File: src/rtl/downstream_pkg.sv
// Shared types, default parameters and the round-robin pick helper for the
// downstream update controller.
package downstream_pkg;

  // One-hot FSM encoding; any other pattern is treated as illegal.
  typedef enum logic [1:0] {
    IDLE       = 2'b01,
    UPDATE_MEM = 2'b10
  } state_t;

  localparam int DEF_NUM_CH  = 4;
  localparam int DEF_ADDR_W  = 16;
  localparam int DEF_DATA_W  = 32;
  localparam int DEF_TIMEOUT = 15;
  localparam int DEF_CNT_W   = 16;

  // Upper bound on channel count; the pick helper works on a padded vector.
  localparam int MAX_CH    = 16;
  localparam int TIMER_W   = 8;

  // First set bit of valid searching upward from ptr, wrapping modulo num_ch.
  // Returns ptr when nothing is set (caller qualifies with |valid).
  function automatic logic [3:0] rr_pick(input logic [MAX_CH-1:0] valid,
                                         input logic [3:0] ptr,
                                         input int num_ch);
    logic [3:0] result;
    logic       found;
    int         idx;
    result = ptr;
    found  = 1'b0;
    for (int k = 0; k < MAX_CH; k++) begin
      idx = int'(ptr) + k;
      if (idx >= num_ch) idx = idx - num_ch;
      if (!found && (k < num_ch) && valid[idx[3:0]]) begin
        found  = 1'b1;
        result = idx[3:0];
      end
    end
    return result;
  endfunction

endpackage

File: src/rtl/downstream_update_ctrl_rr_arbiter.sv
// Round-robin arbiter: combinational pick plus the priority pointer, which
// moves to the channel after the one just serviced when advance is strobed.
module rr_arbiter
  import downstream_pkg::*;
#(
  parameter int NUM_CH = DEF_NUM_CH,
  parameter int IDX_W  = (NUM_CH > 1) ? $clog2(NUM_CH) : 1
) (
  input  logic              clk,
  input  logic              rst_n,
  input  logic [NUM_CH-1:0] valid,
  input  logic              advance,
  input  logic [IDX_W-1:0]  current,
  output logic [IDX_W-1:0]  pick,
  output logic              any
);

  logic [IDX_W-1:0]  rr_ptr;
  logic [MAX_CH-1:0] valid_ext;
  logic [3:0]        pick_wide;

  // Pad the request vector and search from the current priority pointer.
  always_comb begin
    valid_ext               = '0;
    valid_ext[NUM_CH-1:0]   = valid;
    pick_wide               = rr_pick(valid_ext, 4'(rr_ptr), NUM_CH);
    pick                    = pick_wide[IDX_W-1:0];
    any                     = |valid;
  end

  // Priority pointer: after each finished update, start at the next channel.
  always_ff @(posedge clk) begin
    if (!rst_n) begin
      rr_ptr <= '0;
    end else if (advance) begin
      rr_ptr <= (current == IDX_W'(NUM_CH - 1)) ? '0 : current + 1'b1;
    end
  end

endmodule

File: src/rtl/downstream_update_ctrl.sv
// Multi-channel downstream update controller: arbitrates channel requests
// round-robin and holds one memory write until done or timeout.
module downstream_update_ctrl
  import downstream_pkg::*;
#(
  parameter int NUM_CH  = DEF_NUM_CH,
  parameter int ADDR_W  = DEF_ADDR_W,
  parameter int DATA_W  = DEF_DATA_W,
  parameter int TIMEOUT = DEF_TIMEOUT,
  parameter int CNT_W   = DEF_CNT_W,
  parameter int IDX_W   = (NUM_CH > 1) ? $clog2(NUM_CH) : 1
) (
  input  logic                     clk,
  input  logic                     rst_n,
  input  logic [NUM_CH-1:0]        ack_valid,
  output logic [NUM_CH-1:0]        ack_ready,
  input  logic [NUM_CH*ADDR_W-1:0] ack_addr,
  input  logic [NUM_CH*DATA_W-1:0] ack_data,
  output logic                     mem_wr_en,
  output logic [ADDR_W-1:0]        mem_addr,
  output logic [DATA_W-1:0]        mem_data,
  input  logic                     mem_wr_done,
  output logic                     busy,
  output logic [IDX_W-1:0]         grant_id,
  output logic                     timeout_err,
  output logic [CNT_W-1:0]         upd_count
);

  state_t             state, next_state;
  logic [TIMER_W-1:0] timer;
  logic [IDX_W-1:0]   pick;
  logic               any;
  logic               accept, succeed, expire, advance;

  rr_arbiter #(.NUM_CH(NUM_CH), .IDX_W(IDX_W)) u_arb (
    .clk     (clk),
    .rst_n   (rst_n),
    .valid   (ack_valid),
    .advance (advance),
    .current (grant_id),
    .pick    (pick),
    .any     (any)
  );

  // Next-state and handshake outputs; done wins over a same-cycle timeout.
  always_comb begin
    next_state = state;
    ack_ready  = '0;
    mem_wr_en  = 1'b0;
    busy       = 1'b0;
    accept     = 1'b0;
    succeed    = 1'b0;
    expire     = 1'b0;
    case (state)
      IDLE: begin
        if (any) begin
          accept     = 1'b1;
          ack_ready  = NUM_CH'(1) << pick;
          next_state = UPDATE_MEM;
        end
      end
      UPDATE_MEM: begin
        mem_wr_en = 1'b1;
        busy      = 1'b1;
        if (mem_wr_done) begin
          succeed    = 1'b1;
          next_state = IDLE;
        end else if (timer == TIMER_W'(TIMEOUT)) begin
          expire     = 1'b1;
          next_state = IDLE;
        end
      end
      default: next_state = IDLE;
    endcase
    advance = succeed | expire;
  end

  // State, capture registers, wait timer, success counter and sticky error.
  always_ff @(posedge clk) begin
    if (!rst_n) begin
      state       <= IDLE;
      timer       <= '0;
      upd_count   <= '0;
      timeout_err <= 1'b0;
      mem_addr    <= '0;
      mem_data    <= '0;
      grant_id    <= '0;
    end else begin
      state <= next_state;
      case (state)
        IDLE: begin
          if (accept) begin
            mem_addr <= ack_addr[pick*ADDR_W +: ADDR_W];
            mem_data <= ack_data[pick*DATA_W +: DATA_W];
            grant_id <= pick;
            timer    <= '0;
          end
        end
        UPDATE_MEM: begin
          if (succeed) upd_count <= upd_count + 1'b1;
          else if (expire) timeout_err <= 1'b1;
          else timer <= timer + 1'b1;
        end
        default: begin
          timer    <= '0;
          mem_addr <= '0;
          mem_data <= '0;
          grant_id <= '0;
        end
      endcase
    end
  end

endmodule
File: config.mk
export PLATFORM = sky130hd
export DESIGN_NAME = downstream_update_ctrl
export DESIGN_NICKNAME = d
export VERILOG_FILES = /design/src/rtl/downstream_pkg.sv /design/src/rtl/downstream_update_ctrl_rr_arbiter.sv /design/src/rtl/downstream_update_ctrl.sv
export SDC_FILE = /design/constraint.sdc
export NUM_CORES = 1
export LEC_CHECK = 0
export BUFFER_PORTS_ARGS = -buffer_cell sky130_fd_sc_hd__buf_2
export CORE_MARGIN = 3
export CORE_UTILIZATION = 38
export CTS_CLUSTER_SIZE = 8
export DETAILED_ROUTE_END_ITERATION = 10
export PLACE_DENSITY_LB_ADDON = 0.12
export SLEW_MARGIN = 20
export SYNTH_ARGS = -nofsm -noshare
export SYNTH_HDL_FRONTEND = slang
export SYNTH_SLANG_ARGS = --single-unit
File: constraint.sdc
create_clock -name clk -period 4.9 [get_ports clk]
set_input_delay 0.49 -clock clk [delete_from_list [all_inputs] [get_ports clk]]
set_output_delay 0.49 -clock clk [all_outputs]
set_load 0.01 [all_outputs]
==> flow_summary.toml, run 1 <==
[cells_and_area]
final_cell_mix = "271 x buf_2, 79 x dfxtp_1, 53 x a21oi_1, 52 x nand3_1, 51 x o21ai_0"
finalNetCount = 978
mostFrequentLayoutCell = "buf_2"
diodes = 0
flow.area_growth_from_synthesis_pct = 37.6
drive_above_1_share = 0.394

[job]
cap_violations = 0

[setup_path]
crit_slowest_cell = "dfxtp_1"
arrival_ps = 3680
cp.required_ps = 4410
cp_cell_sequence = "inv_2 > ha_1 > inv_1 > a21oi_1 > a222oi_1 > nor4_4 > nor2_4 > buf_4 > nand2_1 > nor3_1 > buf_2"
endpoint_kind = "primary output"
start_kind = "flop"
cp_max_fo = 20
setup.worst_path.class = "reg -> out"
critPathMaxStageDelay_ps = 770

[power]
peakVddDrop_uv = 153
powerDensity_nw_per_um2 = 305
p_comb_frac = 0.259
power.internal_uw = 1370
p_seq_frac = 0.381
switching_share = 0.294
p_switching_uw = 570
p_leak_uw = 0.00300
clkPwrFrac = 0.360
power.total_uw = 1940

[floorplanning]
die_h_um = 116
fp-row-count = 39
ios = 272
die_w_um = 116
start_util = 0.396
coreArea_sq_um = 11700
die_area_sq_um = 13500

[placed_design]
io_buffers = 271
gp_congestion = 0.890
dp_hpwl_um = 11900

[logic_synthesis]
synth-seq-area-share = 0.342
synth_compound_area_frac = 0.255
synthAdderAreaFrac = 0.0189
synth_cells = 532
ys_types = 46
synth_top_family_by_area = "compound AO/OA/AOI/OAI gates"
yosys.area_share.simple = 0.156
avgSynthCellArea_sq_um = 8.69
synth-seq-cells = 79
synthMuxAreaShare = 0.144
synth_nets = 738
synthXorXnorAreaFrac = 0.0360
async_reset_ff_frac = 0
synth_flop_cell = "dfxtp_1"
syn_area_sq_um = 4620
synth_edf_count = 0
yosysWarnings = 0

[run_status]
status = "completed"

[timing]
slew-limit-headroom = 0.342
timing.final.crit_share = 0.850
setup_viol = 0
worstMarginPinSlew_ps = 987
post-route-min-period_ps = 4170
rsz0062_at_grt = "false"
finClkSkew_ps = 5.16
hold_viol_final = 0
slew_viol_final = 0
fmax_mhz = 240
fin_setup_tns_ps = 0

[clock_tree]
root_buffer = "clkbuf_16"
clk_pin_slew_ps = 60
post_cts_buffers = 0
clk_latency_ps = 340
htreeDepth = 3
holdBufCountCts = 0
cts_resized = 0
cts_buffer_depth = 2
cts_buffers = 9
cts_tree = "built"
cts.sinks = 79

[global_route]
antenna_found_initial = 0
track_usage = 0.225
grt_pass1_vias = 4853
grt_max_degree = 51
overflow = 0
grt_pass1_wl_um = 24100

[route]
dr.pass1.iters = 5
postRouteWirelength_um = 16400
wl_per_cell_um = 17.8
vias = 5094
drtIter0Drc = 415
drc = 0
drtAntennaViolNets = 0
via_per_inst = 5.54

[worst_hold_path]
hold_path_class = "reg -> reg"
==> power by group through the flow <==
stage | Sequential (uW) | Clock, uW | Combinational (uW)
finish | 738 | 697 | 502
global route | 744 | 735 | 549
global placement | 750 | 0 | 496
CTS | 737 | 711 | 505
floorplan | 772 | 0 | 265
detailed placement | 749 | 0 | 503
==> flip-flops by register name (all words and copies together), names as in the netlist <==
register / cells
mem_data: 32
timeout_err: 1
grant_id: 2
state: 2
timer: 8
mem_addr: 16
upd_count: 16
u_arb.rr_ptr: 2
==> cell type report <==
type	count	area, sq um
multi-input combinational	399	2860
sequential	79	1580
fill	1092	5300
tap	143	179
inverter	6	22.5
clock buffer	13	270
timing repair buffer	277	1400
clock inverter	3	40.0
==> path summary, 6_finish.rpt <==
kind / startpoint / to / slack [ps] / cells after the start
max: u_arb.rr_ptr[0] / ack_ready[0] / 730 / 11
min: mem_data[28] / mem_data[28] / 480 / 1
max reg2reg: u_arb.rr_ptr[0] / mem_data[29] / 1050 / 9
min reg2reg: mem_data[28] / mem_data[28] / 480 / 1
==> worst max-delay path, delay by kind of cell (launching register included) <==
kind / cells / cell delay, ps
adders and majority gates: 1 / 390
DFF: 1 / 770
and+or+nand+nor: 4 / 560
buffers and inverters: 4 / 780
AOI/OAI and AO/OA: 2 / 830
==> through the flow <==
stage               instance area [sq um]   util  hold slack [ps]  setup WS, ps  instances
global placement                     6040  0.518              465          1210        904
detailed placement                   6040  0.518              467          1070        904
finish                               6360  0.545              481           733        920
floorplan                            4620      -              468          1550        532
global route                         6360  0.545              485           393        920
CTS                                  6350  0.545              475           686        920
==> synthesized netlist by cell type, types with 5 or more instances <==
| library cell | number | area [sq um] |
|---|---|---|
| a21oi_1 | 53 | 265 |
| a221o_1 | 48 | 480 |
| and2_1 | 16 | 100 |
| and3_1 | 6 | 37.5 |
| buf_2 | 10 | 50.1 |
| clkbuf_1 | 34 | 128 |
| dfxtp_1 | 79 | 1580 |
| ha_1 | 7 | 87.6 |
| inv_1 | 5 | 18.8 |
| mux2_1 | 46 | 518 |
| mux2_2 | 5 | 56.3 |
| mux2i_1 | 9 | 90.1 |
| nand2_1 | 16 | 60.1 |
| nand3_1 | 52 | 260 |
| nand4_1 | 6 | 37.5 |
| nor2_1 | 17 | 63.8 |
| nor2b_1 | 7 | 43.8 |
| o21ai_0 | 51 | 255 |
| o21ai_1 | 5 | 25.0 |
| xnor2_1 | 11 | 96.3 |
| xor2_1 | 8 | 70.1 |
==> cell families after synthesis <==
group,count (synthesis)
AO/OA/AOI/OAI,177
AND/OR/NAND/NOR,136
flip-flops,79
multiplexers,60
buffers and inverters,54
XOR/XNOR,19
adder cells (fa/ha/maj),7
==> per-layer routing <==
metal,up-vias,wire length [um],global-route usage
met5,-,0,0
met4,0,310,0.0858
met3,22,1280,0.0497
met2,230,8030,0.387
met1,2358,6760,0.273
li1,2484,-,-
Power figures use the tool's default switching activity.
==> run 2, diff against run 1 <==
--- a/config.mk
+++ b/config.mk
@@ -6,7 +6,7 @@
 export NUM_CORES = 1
 export LEC_CHECK = 0
 export BUFFER_PORTS_ARGS = -buffer_cell sky130_fd_sc_hd__buf_2
-export CORE_MARGIN = 3
+export CORE_MARGIN = 5
 export CORE_UTILIZATION = 38
 export CTS_CLUSTER_SIZE = 8
 export DETAILED_ROUTE_END_ITERATION = 10
==> flow_summary.toml, run 2 (same netlist as run 1, synthesis figures left out) <==
[clock_tree]
htreeDepth = 3
clk_pin_slew_ps = 60
root_buffer = "clkbuf_16"
cts_resized = 0
clk_latency_ps = 330
cts_buffer_depth = 2
cts_buffers = 9
cts.sinks = 79
post_cts_buffers = 0
cts_tree = "built"
holdBufCountCts = 0

[placed_design]
dpl-instance-area_sq_um = 6080
io_buffers = 271
place_inst = 909
post-place-ws_ps = 1090
dp_hpwl_um = 12400
gp_congestion = 0.899

[route]
dr.pass1.iters = 5
drc = 0
postRouteWirelength_um = 17200
drtIter0Drc = 352
drtAntennaViolNets = 0
vias = 5145
via_per_inst = 5.57
wl_per_cell_um = 18.7

[timing]
slew_viol_final = 0
hold_viol_final = 0
worstMarginPinSlew_ps = 1120
setup_ws_ps = 892
rsz0062_at_grt = "false"
slew-limit-headroom = 0.255
post-route-min-period_ps = 4010
fin_setup_tns_ps = 0
finClkSkew_ps = 4.11
timing.final.crit_share = 0.818
setup_viol = 0
fmax_mhz = 249

[cells_and_area]
reg_top3 = "mem_data x32, mem_addr x16, upd_count x16"
mostFrequentLayoutCell = "buf_2"
post-route-util = 0.530
flow.area_growth_from_synthesis_pct = 37.3
drive_above_1_share = 0.392
finalNetCount = 979
finalInstanceArea_sq_um = 6340
fin_cells = 923
nFillCells = 1127
largest_register_ffs = 32
final_cell_mix = "271 x buf_2, 79 x dfxtp_1, 53 x a21oi_1, 52 x nand3_1, 51 x o21ai_0"
diodes = 0
top_register = "mem_data"

[setup_path]
cp_max_fo = 32
arrival_ps = 3520
cp.depth = 10
cp_cell_sequence = "inv_2 > ha_1 > inv_1 > a21oi_1 > a222oi_1 > o31a_2 > nor2_4 > buf_12 > nor3b_1 > buf_2"
crit_family = "compound AO/OA/AOI/OAI gates"
setup.worst_path.class = "reg -> out"
path_buf_inv = 4
crit_slowest_cell = "dfxtp_1"
cp.required_ps = 4410
endpoint_kind = "primary output"
worstRegToRegCells = 9
start_kind = "flop"
critPathMaxStageDelay_ps = 760

[global_route]
track_usage = 0.227
met3_usage = 0.0575
grt_pass1_vias = 5088
busiest_layer = "met2"
antenna_found_initial = 0
overflow = 0
grt_max_degree = 51
grt_pass1_wl_um = 26300
grtUsageMet1 = 0.275
use_met2 = 0.386

[floorplanning]
coreArea_sq_um = 12000
start_util = 0.386
ios = 272
die_w_um = 120
die_h_um = 120
die_area_sq_um = 14500
fp-row-count = 40

[power]
p_leak_uw = 0.00299
peakVddDrop_uv = 145
powerDensity_nw_per_um2 = 294

[job]
cap_violations = 0

[worst_hold_path]
hold_path_class = "reg -> reg"
holdPathStages = 1

[run_status]
status = "completed"
-- run 2: cell count changes in the layout (fill, tap and decap cells not counted), sizes merged --
cell,change
bufinv,-1
buf,+1
clkinv,-1
-- run 2: layout make-up --
cell class	count	area (sq um)	share of cell area
clock buffer	13	260	0.0410
clock inverter	1	5.00	0.000789
multi-input combinational	399	2860	0.450
sequential	79	1580	0.249
timing repair buffer	278	1430	0.226
tap	147	184	0.0290
inverter	6	22.5	0.00355
-- run 2: metal layers --
layer  part of all wire  vias to the layer above  routed length [um]
li1                   -                     2482                   -
met1               0.40                     2387                6830
met2               0.49                      245                8380
met3              0.088                       31                1520
met4              0.029                        0                 501
met5                  0                        -                   0
-- run 2: worst register-to-register path, delay by kind of cell, from the launching register on --
kind	cells	cell delay [ps]
buffers and inverters	2	280
DFF	1	760
AOI/OAI and AO/OA	2	420
adders and majority gates	1	370
muxes	1	350
and+or+nand+nor	3	1520
-- run 2: final timing paths --
| check | slack (ps) | to | startpoint |
|---|---|---|---|
| setup / recovery | 890 | ack_ready[3] | u_arb.rr_ptr[0] |
| hold / removal | 480 | mem_data[1] | mem_data[1] |
| setup reg to reg | 1070 | mem_data[24] | u_arb.rr_ptr[0] |
| hold reg to reg | 480 | mem_data[1] | mem_data[1] |
-- run 2: power breakdown --
| group | internal [uW] | leakage [uW] | switching, uW |
|---|---|---|---|
| sequential | 703 | 0.000645 | 35.0 |
| clock | 365 | 0.000132 | 252 |
| combinational | 234 | 0.00222 | 278 |
| total | 1300 | 0.00299 | 565 |
-- run 2: stage by stage --
| step | power [uW] | hold slack (ps) |
|---|---|---|
| floorplan | 1040 | 468 |
| global placement | 1260 | 465 |
| detailed placement | 1260 | 469 |
| CTS | 1880 | 471 |
| global route | 1960 | 493 |
| finish | 1870 | 477 |
